==> src/rtl/execute_mc_if.sv <==
// Handshake and payload bundle between the issue stage and execute_mc.
// The issuer holds the master view; the execute stage holds the slave view.
interface execute_mc_if #(
    parameter int unsigned XLEN = 32
);
    logic            in_valid;
    logic            in_ready;
    logic            is_store;
    logic            is_load;
    logic            is_branch;
    logic            is_jump;
    logic            is_reg;
    logic            is_alu;
    logic [XLEN-1:0] operand_a;
    logic [XLEN-1:0] operand_b;
    logic [XLEN-1:0] branch_dest;
    logic [XLEN-1:0] curr_pc;
    logic [4:0]      dest_i;
    logic [2:0]      func3;
    logic            func7;
    logic            out_valid;
    logic            out_ready;
    logic [XLEN-1:0] result;
    logic [XLEN-1:0] next_pc;
    logic [4:0]      dest_o;
    logic            busy;

    modport master (
        output in_valid, is_store, is_load, is_branch, is_jump, is_reg, is_alu,
        output operand_a, operand_b, branch_dest, curr_pc, dest_i, func3, func7,
        output out_ready,
        input  in_ready, out_valid, result, next_pc, dest_o, busy
    );

    modport slave (
        input  in_valid, is_store, is_load, is_branch, is_jump, is_reg, is_alu,
        input  operand_a, operand_b, branch_dest, curr_pc, dest_i, func3, func7,
        input  out_ready,
        output in_ready, out_valid, result, next_pc, dest_o, busy
    );
endinterface

==> src/rtl/execute_mc.sv <==
// Multi-cycle execute stage: single-cycle ALU/branch/jump/address ops plus an
// iterative shifter that retires SHIFT_STEP bit positions per cycle.
module execute_mc #(
    parameter int unsigned XLEN       = 32,
    parameter int unsigned SHIFT_STEP = 1
) (
    input logic         clk,
    input logic         reset,
    execute_mc_if.slave bus
);
    localparam int unsigned SHW = $clog2(XLEN);
    localparam int unsigned CW  = SHW + 1;
    localparam logic [CW-1:0]   STEP_C = CW'(SHIFT_STEP);
    localparam logic [XLEN-1:0] FOUR   = XLEN'(4);

    typedef enum logic {IDLE, SHIFT} state_t;
    typedef enum logic [1:0] {SH_LL, SH_RL, SH_RA} sh_kind_t;

    state_t          state, state_next;
    logic            out_valid, out_valid_next;
    logic [XLEN-1:0] result, result_next;
    logic [XLEN-1:0] next_pc, next_pc_next;
    logic [4:0]      dest, dest_next;
    logic [XLEN-1:0] sh_val, sh_val_next;
    logic [CW-1:0]   sh_rem, sh_rem_next;
    sh_kind_t        sh_kind, sh_kind_next;

    logic            accept;
    logic            taken;
    logic [XLEN-1:0] a, b, pc_plus4;
    logic [SHW-1:0]  shamt;
    logic [XLEN-1:0] d_result, d_next_pc;
    logic [4:0]      d_dest;
    logic            d_shift;
    sh_kind_t        d_kind;
    logic [CW-1:0]   step_amt;
    logic [XLEN-1:0] sh_out;

    assign a        = bus.operand_a;
    assign b        = bus.operand_b;
    assign shamt    = bus.operand_b[SHW-1:0];
    assign pc_plus4 = bus.curr_pc + FOUR;

    assign bus.in_ready  = (state == IDLE) && (!out_valid || bus.out_ready);
    assign accept        = bus.in_valid && bus.in_ready;
    assign bus.busy      = (state == SHIFT);
    assign bus.out_valid = out_valid;
    assign bus.result    = result;
    assign bus.next_pc   = next_pc;
    assign bus.dest_o    = dest;

    // Branch condition; unused encodings fall through as not taken
    always_comb begin
        taken = 1'b0;
        case (bus.func3)
            3'b000:  taken = (a == b);
            3'b001:  taken = (a != b);
            3'b100:  taken = ($signed(a) <  $signed(b));
            3'b101:  taken = ($signed(a) >= $signed(b));
            3'b110:  taken = (a <  b);
            3'b111:  taken = (a >= b);
            default: taken = 1'b0;
        endcase
    end

    // Operation decode, priority branch > jump > load/store > alu > nop
    always_comb begin
        d_result  = '0;
        d_next_pc = pc_plus4;
        d_dest    = '0;
        d_shift   = 1'b0;
        d_kind    = SH_LL;
        if (bus.is_branch) begin
            if (taken) d_next_pc = bus.curr_pc + bus.branch_dest;
        end else if (bus.is_jump) begin
            d_result  = pc_plus4;
            d_dest    = bus.dest_i;
            d_next_pc = bus.is_reg ? ((a + b) & ~XLEN'(1)) : (bus.curr_pc + a);
        end else if (bus.is_load || bus.is_store) begin
            d_result = a + b;
            d_dest   = bus.is_load ? bus.dest_i : 5'd0;
        end else if (bus.is_alu) begin
            d_dest = bus.dest_i;
            case (bus.func3)
                3'b000: d_result = bus.func7 ? (a - b) : (a + b);
                3'b010: d_result = XLEN'($signed(a) < $signed(b));
                3'b011: d_result = XLEN'(a < b);
                3'b100: d_result = a ^ b;
                3'b110: d_result = a | b;
                3'b111: d_result = a & b;
                3'b001: begin
                    d_result = a;
                    d_shift  = (shamt != '0);
                    d_kind   = SH_LL;
                end
                3'b101: begin
                    d_result = a;
                    d_shift  = (shamt != '0);
                    d_kind   = bus.func7 ? SH_RA : SH_RL;
                end
            endcase
        end
    end

    // One shifter iteration; the final step may be shorter than SHIFT_STEP
    always_comb begin
        step_amt = (sh_rem > STEP_C) ? STEP_C : sh_rem;
        case (sh_kind)
            SH_RL:   sh_out = sh_val >> step_amt;
            SH_RA:   sh_out = XLEN'($signed(sh_val) >>> step_amt);
            default: sh_out = sh_val << step_amt;
        endcase
    end

    // next_pc/dest are loaded on shift entry since out_valid stays low until done
    always_comb begin
        state_next     = state;
        out_valid_next = out_valid && !bus.out_ready;
        result_next    = result;
        next_pc_next   = next_pc;
        dest_next      = dest;
        sh_val_next    = sh_val;
        sh_rem_next    = sh_rem;
        sh_kind_next   = sh_kind;
        case (state)
            IDLE: begin
                if (accept) begin
                    next_pc_next = d_next_pc;
                    dest_next    = d_dest;
                    if (d_shift) begin
                        state_next     = SHIFT;
                        out_valid_next = 1'b0;
                        sh_val_next    = a;
                        sh_rem_next    = CW'(shamt);
                        sh_kind_next   = d_kind;
                    end else begin
                        out_valid_next = 1'b1;
                        result_next    = d_result;
                    end
                end
            end
            SHIFT: begin
                sh_val_next = sh_out;
                sh_rem_next = sh_rem - step_amt;
                if (sh_rem <= STEP_C) begin
                    state_next     = IDLE;
                    out_valid_next = 1'b1;
                    result_next    = sh_out;
                end
            end
            default: state_next = IDLE;
        endcase
    end

    always_ff @(posedge clk or negedge reset) begin
        if (!reset) state <= IDLE;
        else        state <= state_next;
    end

    always_ff @(posedge clk or negedge reset) begin
        if (!reset) begin
            out_valid <= 1'b0;
            result    <= '0;
            next_pc   <= '0;
            dest      <= '0;
            sh_val    <= '0;
            sh_rem    <= '0;
            sh_kind   <= SH_LL;
        end else begin
            out_valid <= out_valid_next;
            result    <= result_next;
            next_pc   <= next_pc_next;
            dest      <= dest_next;
            sh_val    <= sh_val_next;
            sh_rem    <= sh_rem_next;
            sh_kind   <= sh_kind_next;
        end
    end
endmodule

==> src/flat_wrapper.sv <==
// flat-port wrapper written by rule: the top's interface ports become plain ports
module execute_mc_flat 
#(
    parameter int unsigned XLEN       = 32,
    parameter int unsigned SHIFT_STEP = 1
)
  (clk, reset, bus_in_valid, bus_is_store, bus_is_load, bus_is_branch, bus_is_jump, bus_is_reg, bus_is_alu, bus_operand_a, bus_operand_b, bus_branch_dest, bus_curr_pc, bus_dest_i, bus_func3, bus_func7, bus_out_ready, bus_in_ready, bus_out_valid, bus_result, bus_next_pc, bus_dest_o, bus_busy);
  execute_mc_if #(.XLEN(XLEN)) bus_i ();
  input logic clk;
  input logic reset;
  input wire logic [$bits(bus_i.in_valid)-1:0] bus_in_valid;
  input wire logic [$bits(bus_i.is_store)-1:0] bus_is_store;
  input wire logic [$bits(bus_i.is_load)-1:0] bus_is_load;
  input wire logic [$bits(bus_i.is_branch)-1:0] bus_is_branch;
  input wire logic [$bits(bus_i.is_jump)-1:0] bus_is_jump;
  input wire logic [$bits(bus_i.is_reg)-1:0] bus_is_reg;
  input wire logic [$bits(bus_i.is_alu)-1:0] bus_is_alu;
  input wire logic [$bits(bus_i.operand_a)-1:0] bus_operand_a;
  input wire logic [$bits(bus_i.operand_b)-1:0] bus_operand_b;
  input wire logic [$bits(bus_i.branch_dest)-1:0] bus_branch_dest;
  input wire logic [$bits(bus_i.curr_pc)-1:0] bus_curr_pc;
  input wire logic [$bits(bus_i.dest_i)-1:0] bus_dest_i;
  input wire logic [$bits(bus_i.func3)-1:0] bus_func3;
  input wire logic [$bits(bus_i.func7)-1:0] bus_func7;
  input wire logic [$bits(bus_i.out_ready)-1:0] bus_out_ready;
  output wire logic [$bits(bus_i.in_ready)-1:0] bus_in_ready;
  output wire logic [$bits(bus_i.out_valid)-1:0] bus_out_valid;
  output wire logic [$bits(bus_i.result)-1:0] bus_result;
  output wire logic [$bits(bus_i.next_pc)-1:0] bus_next_pc;
  output wire logic [$bits(bus_i.dest_o)-1:0] bus_dest_o;
  output wire logic [$bits(bus_i.busy)-1:0] bus_busy;
  assign bus_i.in_valid = bus_in_valid;
  assign bus_i.is_store = bus_is_store;
  assign bus_i.is_load = bus_is_load;
  assign bus_i.is_branch = bus_is_branch;
  assign bus_i.is_jump = bus_is_jump;
  assign bus_i.is_reg = bus_is_reg;
  assign bus_i.is_alu = bus_is_alu;
  assign bus_i.operand_a = bus_operand_a;
  assign bus_i.operand_b = bus_operand_b;
  assign bus_i.branch_dest = bus_branch_dest;
  assign bus_i.curr_pc = bus_curr_pc;
  assign bus_i.dest_i = bus_dest_i;
  assign bus_i.func3 = bus_func3;
  assign bus_i.func7 = bus_func7;
  assign bus_i.out_ready = bus_out_ready;
  assign bus_in_ready = bus_i.in_ready;
  assign bus_out_valid = bus_i.out_valid;
  assign bus_result = bus_i.result;
  assign bus_next_pc = bus_i.next_pc;
  assign bus_dest_o = bus_i.dest_o;
  assign bus_busy = bus_i.busy;
  execute_mc #(.XLEN(XLEN), .SHIFT_STEP(SHIFT_STEP)) u_core (.clk(clk), .reset(reset), .bus(bus_i));
endmodule
==> config.mk <==
export PLATFORM = sky130hd
export DESIGN_NAME = execute_mc_flat
export DESIGN_NICKNAME = d
export VERILOG_FILES = /design/src/rtl/execute_mc_if.sv /design/src/rtl/execute_mc.sv /design/src/flat_wrapper.sv
export SDC_FILE = /design/constraint.sdc
export NUM_CORES = 1
export LEC_CHECK = 0
export BUFFER_PORTS_ARGS = -buffer_cell sky130_fd_sc_hd__buf_2
export CAP_MARGIN = 20
export CELL_PAD_IN_SITES_DETAIL_PLACEMENT = 0
export CELL_PAD_IN_SITES_GLOBAL_PLACEMENT = 1
export CORE_MARGIN = 1.5
export CORE_UTILIZATION = 25
export CTS_CLUSTER_SIZE = 12
export DETAILED_ROUTE_END_ITERATION = 7
export PLACE_DENSITY = 0.5
export SETUP_SLACK_MARGIN = 0.02
export SLEW_MARGIN = 20
export SYNTH_ARGS = -nofsm -noshare
export SYNTH_HDL_FRONTEND = slang
export SYNTH_SLANG_ARGS = --single-unit
==> constraint.sdc <==
create_clock -name clk -period 3.7 [get_ports clk]
set_input_delay 0.74 -clock clk [delete_from_list [all_inputs] [get_ports clk]]
set_output_delay 0.74 -clock clk [all_outputs]
set_load 0.02 [all_outputs]
==> results of run 1 <==
==> placed cells by master, fill, tap and decap left out, types with 28 or more instances in the layout <==
cell / synthesis / layout
nor3_1: 51 / 49
ha_1: 162 / 147
xor2_1: 35 / 35
nor2_1: 226 / 224
dfrtp_1: 111 / 110
buf_2: 7 / 209
a21oi_1: 242 / 237
o221ai_1: 47 / 47
xnor2_1: 101 / 96
nand2_1: 172 / 171
o211ai_1: 28 / 28
a21o_1: 58 / 58
nand3_1: 41 / 40
buf_4: 4 / 503
o21ai_0: 185 / 181
o21a_1: 48 / 48
inv_1: 123 / 113
a211oi_1: 37 / 35
==> logic make-up (layout without fill, tap and decap cells) <==
logic type	count (synthesis)	count (layout)	synth area share, %
adder cells (fa/ha/maj)	166	166	12.9
multiplexers	32	32	2.02
other	0	1	0
buffers and inverters	272	879	6.54
AO/OA/AOI/OAI	897	897	35.8
XOR/XNOR	136	136	7.30
flip-flops	111	111	17.0
AND/OR/NAND/NOR	640	640	18.4
==> power by group <==
part	internal [uW]	switching (uW)
Sequential	1620	451
Clock	549	583
Combinational	1980	2650
Total	4150	3680
==> worst paths after layout <==
path	end	slack [ps]	cells after the start
worst max-delay path	u_core.bus.result[30]$_DFFE_PN0P_	80	14
worst min-delay path	u_core.sh_rem[1]$_DFFE_PN0P_	260	1
worst max register to register	u_core.bus.result[31]$_DFFE_PN0P_	790	10
worst min register to register	u_core.bus.result[1]$_DFFE_PN0P_	480	2
max in group asynchronous	u_core.bus.next_pc[22]$_DFFE_PN0P_	2530	2
min in group clk	u_core.bus.result[1]$_DFFE_PN0P_	480	2
==> flip-flops by register name (all words and copies together) (netlist names) <==
signal                cells
u_core.sh_rem             6
u_core.bus.result        32
u_core.bus.next_pc       32
u_core.sh_val            32
u_core.bus.out_valid      1
u_core.sh_kind            2
u_core.bus.dest_o         5
u_core.bus.busy           1
==> final cells by class <==
cell class	instances	area (um2)
clock inverter	7	98.8
timing repair buffer	737	5220
clock buffer	9	225
sequential	111	2780
tap	855	1070
fill	7034	41700
antenna	1	2.50
inverter	126	483
multi-input combinational	1871	12900
==> layer usage <==
metal,up-vias,routed length [um],part of all wire (%),track usage [%]
met5,-,0,0,0
met4,0,3970,4.4,10.6
met3,137,4290,4.8,2.40
met2,665,42000,47,44.1
met1,9782,38900,44,34.1
li1,9498,-,-,-
==> stage by stage <==
stage / utilization (%) / std cells / cell area [um2] / setup WS [ps]
final: 35.4 / 3717 / 22800 / 77.4
after global routing: 35.4 / 3716 / 22800 / -19.9
after CTS: 34.8 / 3710 / 22400 / -29.1
after detailed placement: 33.8 / 3684 / 21800 / -918
after global placement: 33.8 / 3684 / 21800 / -962
after floorplan: - / 2254 / 16300 / 29.4
==> what timing repair did <==
action                                  4_1_cts  5_1_grt
gates cloned                                  1        0
resized for setup                            50       68
buffers inserted                              9        6
pin swaps                                    17       41
endpoints found under the setup margin       29       45
==> results.yml, run 1 <==
outcome:
  status: "complete, no violations"
clock_tree:
  clk_path_buf_depth: 2
  cts_tree: "done"
  cts-root-buf: "clkbuf_16"
  h-tree-depth: 3
  cts.sinks: 111
  insertion_delay_ps: 390
  cts_hold_buffers: 0
  cts_buffers: 9
  clk_transition_reported_paths_ps: 90
floorplan:
  die_h_um: 258
  initial_utilization_pct: 25.3
  dieArea_um2: 66800
  std_cell_rows: 93
  core-area_um2: 64500
  die_width_um: 258
  pin_count: 219
yosys:
  synth.largest_area_cell: "dfrtp_1"
  syn-instance-count: 2254
  ys_warn_count: 0
  synth_ff_type: "dfrtp_1"
  syn_area_per_cell_um2: 7.24
  synth.area.top_cells: "dfrtp_1 (17%), ha_1 (12%), a21oi_1 (7.4%)"
  syn_nets: 2567
  seq_area_frac_synth_pct: 17.0
  synth_edf_count: 0
  synth-async-reset-ratio_pct: 100
  synth.most_common_cell: "a21oi_1"
  yosysUniqueCellTypes: 87
  yosysTopAreaCellShare_pct: 17.0
  ys_ff_latch: 111
  syn_area_um2: 16300
  synth.top_cells.by_count: "a21oi_1 (242), nor2_1 (226), o21ai_0 (185)"
power_and_ir_drop:
  power_density_nw_per_um2: 343
  p_leak_uw: 0.0103
  ir_drop_mv: 0.195
  total_power_uw: 7830
worst_setup_path:
  crit_path_frequent_cell: "o221ai_1"
  startpoint: "bus_operand_b[0]"
  critPathTopFamily: "compound AO/OA/AOI/OAI gates"
  worstPathCellList: "buf_8, ha_4, fa_2, a21o_1, a22o_1, o221ai_1, buf_4, nand4_1, a311o_1, a221o_1, xnor2_2, nand2b_1, a222oi_1, o221ai_1"
  critPathCaptureType: "register"
  crit_path_max_fanout: 3
  critPathArrivalTime_ps: 3870
  worstPathRequired_ps: 3950
  slowest_delay_ps: 390
  crit_path_start_kind: "primary input"
  timing.rr.start: "u_core.sh_rem[1]$_DFFE_PN0P_"
  crit_slowest_cell: "fa_2"
  crit_type: "primary input to register"
  path_buf_inv: 2
sta:
  max-slew-margin-rel_pct: 46.2
  period_needed_ps: 3620
  holdWs_ps: 264
  fmax_mhz: 276
  tns_ps: 0
  skew_ps: 14.6
  rsz0062_at_grt: "true"
  tightest_slew_ps: 806
  maxSlewViolCount: 0
  fin_crit_sh_pct: 97.9
  hold_viol_final: 0
  finalSetupViolations: 0
routing:
  drt-pass1-iter-count: 7
  ant_nets: 0
  num_vias: 20100
  detail_route.wl_per_cell_um: 24.0
  drc_errors: 0
  vias_per_cell: 5.40
  drt_iter0_drc: 1697
  drt_wl_total_mm: 89.1
flow_run:
  drv_cap: 0
grt:
  antenna_found_initial: 3
  grt.overflow.total: 0
  grt.total_usage_pct: 26.1
  grt_start_max_net_pins: 73
  grt_pass1_wl_mm: 131
  grt_pass1_vias: 20000
min_path:
  hold_class: "primary input to asynchronous set/reset pin"
cells_and_area:
  fin_nets: 3169
  drive_gt1_share_pct: 30.1
  syn_to_final_growth_pct: 39.8
placement:
  place_hpwl_mm: 73.3
  finalWeightedCongestion: 0.952
  portBuffers: 218
No activity file was read; power rests on OpenSTA's default activity.
==> run 2, diff against run 1 <==
--- a/config.mk
+++ b/config.mk
@@ -11,3 +11,2 @@
 export CELL_PAD_IN_SITES_GLOBAL_PLACEMENT = 1
-export CORE_MARGIN = 1.5
 export CORE_UTILIZATION = 25
--- a/constraint.sdc
+++ b/constraint.sdc
@@ -3,2 +3,2 @@
 set_output_delay 0.74 -clock clk [all_outputs]
-set_load 0.02 [all_outputs]
+set_load 0.005 [all_outputs]
==> run 2 against run 1 <==
- wire length shrank 0.79%
- count of clock-buffer cells in the layout is the same
- sequential power is essentially flat
- register-to-register slack is essentially flat
- clock skew grew 5.0 ps
- worst hold slack gained 110 ps
- via count shrank 0.18%
- power shrank 4.0%
- cell count is essentially flat
- combinational power shrank 6.1%
- maximum frequency shrank 1.1%
- critical path type unchanged
==> results.yml, run 2 (synthesis gave the netlist of run 1 again) <==
sta:
  period_needed_ps: 3660
  max-slew-margin-rel_pct: 37.6
  maxSlewViolCount: 0
  rsz0062_at_grt: "true"
  tns_ps: 0
  fin_crit_sh_pct: 99.0
  tightest_slew_ps: 912
  finalSetupViolations: 0
  skew_ps: 19.6
  hold_viol_final: 0
  fmax_mhz: 273
worst_setup_path:
  worstPathRequired_ps: 3970
  timing.rr.start: "u_core.bus.busy$_DFF_PN0_"
  crit_slowest_cell: "fa_2"
  startpoint: "bus_operand_b[0]"
  ff2ff_path_depth: 7
  slowest_delay_ps: 390
  crit_path_start_kind: "primary input"
  critPathCaptureType: "register"
  critPathArrivalTime_ps: 3940
  worstPathCellList: "buf_8, ha_4, fa_2, a21o_1, a22o_1, o221ai_2, buf_4, nand4_1, a311o_1, a221o_1, xnor2_2, buf_4, o22ai_4, nor3_2, a221o_1"
  crit_type: "primary input to register"
  crit_path_max_fanout: 4
routing:
  num_vias: 20000
  drc_errors: 0
  drt-pass1-iter-count: 5
  detail_route.wl_per_cell_um: 23.8
  vias_per_cell: 5.39
  drt_iter0_drc: 1470
  drt_wl_total_mm: 88.4
  ant_nets: 0
floorplan:
  die_h_um: 257
  die_width_um: 257
  std_cell_rows: 93
  initial_utilization_pct: 25.3
  core-area_um2: 64500
  dieArea_um2: 66300
  pin_count: 219
clock_tree:
  cts_hold_buffers: 0
  h-tree-depth: 3
  clk_transition_reported_paths_ps: 100
  cts_tree: "done"
  cts-root-buf: "clkbuf_16"
  clk_path_buf_depth: 2
  insertion_delay_ps: 400
  cts_buffers: 9
  cts.sinks: 111
grt:
  grt.overflow.total: 0
  grt_pass1_wl_mm: 130
  antenna_found_initial: 5
  grt_pass1_vias: 19900
  grt_start_max_net_pins: 61
  grt.total_usage_pct: 26.0
placement:
  finalWeightedCongestion: 0.920
  portBuffers: 218
  place_hpwl_mm: 72.9
  dpl_cell_area_um2: 21900
power_and_ir_drop:
  power_density_nw_per_um2: 331
  ir_drop_mv: 0.218
  p_leak_uw: 0.0103
flow_run:
  drv_cap: 0
cells_and_area:
  reg_top3: "u_core.bus.next_pc (32), u_core.bus.result (32), u_core.sh_val (32)"
  final_common_cell: "buf_4"
  seqCellArea_um2: 2780
  fin_nets: 3172
  drive_gt1_share_pct: 29.7
  num-fill-cells: 7026
  fin_area_um2: 22700
  syn_to_final_growth_pct: 39.1
  layout_common_cells: "buf_4 (511), a21oi_1 (239), nor2_1 (222), buf_2 (211), o21ai_0 (184)"
  multiInputGateArea_um2: 12800
outcome:
  status: "complete, no violations"
min_path:
  hold_class: "primary input to asynchronous set/reset pin"
[run 2: changes by cell type in the layout (fill, tap and decap cells not counted), sizes merged]
| cell | previous run | this run |
|---|---|---|
| buf | 737 | 738 |
| clkbuf | 9 | 10 |
| bufinv | 1 | 0 |
| bufbuf | 0 | 1 |
| clkinvlp | 1 | 0 |
| clkinv | 2 | 3 |
| inv | 129 | 130 |
[run 2: cell type report]
cell class,instances,share of cell area [%]
Clock buffer,9,0.993
Multi-Input combinational cell,1871,56.6
Sequential cell,111,12.2
Tap cell,855,4.71
Timing Repair Buffer,740,23.0
Inverter,126,2.12
Antenna cell,1,0.0110
Clock inverter,7,0.369
[run 2: final timing paths]
| check | slack [ps] | end |
|---|---|---|
| max | 40 | u_core.bus.next_pc[30]$_DFFE_PN0P_ |
| min | 370 | u_core.sh_rem[2]$_DFFE_PN0P_ |
| max reg2reg | 780 | u_core.sh_val[23]$_DFFE_PN0P_ |
| min reg2reg | 490 | u_core.bus.result[3]$_DFFE_PN0P_ |
| max in group asynchronous | 2440 | u_core.bus.next_pc[29]$_DFFE_PN0P_ |
| min in group clk | 490 | u_core.bus.result[3]$_DFFE_PN0P_ |
[run 2: per-layer routing]
| metal | up-vias | GRT usage [%] | part of all wire [%] |
|---|---|---|---|
| met5 | - | 0 | 0.012 |
| met4 | 2 | 8.81 | 3.5 |
| met3 | 109 | 2.68 | 4.4 |
| met2 | 618 | 44.9 | 48 |
| met1 | 9801 | 33.6 | 44 |
| li1 | 9516 | - | - |
[run 2: through the flow]
stage	cells	util, %	hold slack (ps)	power [uW]	setup WS (ps)
4_1_cts	3715	34.8	417	7450	11.6
3_5_place_dp	3693	33.9	473	6260	-727
2_1_floorplan	2254	-	444	4150	29.4
6_report	3720	35.2	372	7510	36.7
5_1_grt	3719	35.2	437	8000	-39.0
3_3_place_gp	3693	33.9	466	6240	-681
[run 2: repair_timing]
item	4_1_cts	5_1_grt
pin swaps	13	35
buffers inserted	5	4
gates cloned	1	0
endpoints found under the setup margin	27	40
gates resized for setup	33	59
[run 2: critical path: cells and delay by family]
family / cells / cell delay [ps]
buf+inv: 3 / 440
fa+ha+maj: 2 / 550
compound gates: 7 / 1810
simple gates: 2 / 230
xor+xnor: 1 / 170
[run 2: report_power, final]
part | internal [uW] | switching, uW
Clock | 490 | 609
Sequential | 1620 | 453
Combinational | 1960 | 2380
Total | 4070 | 3440
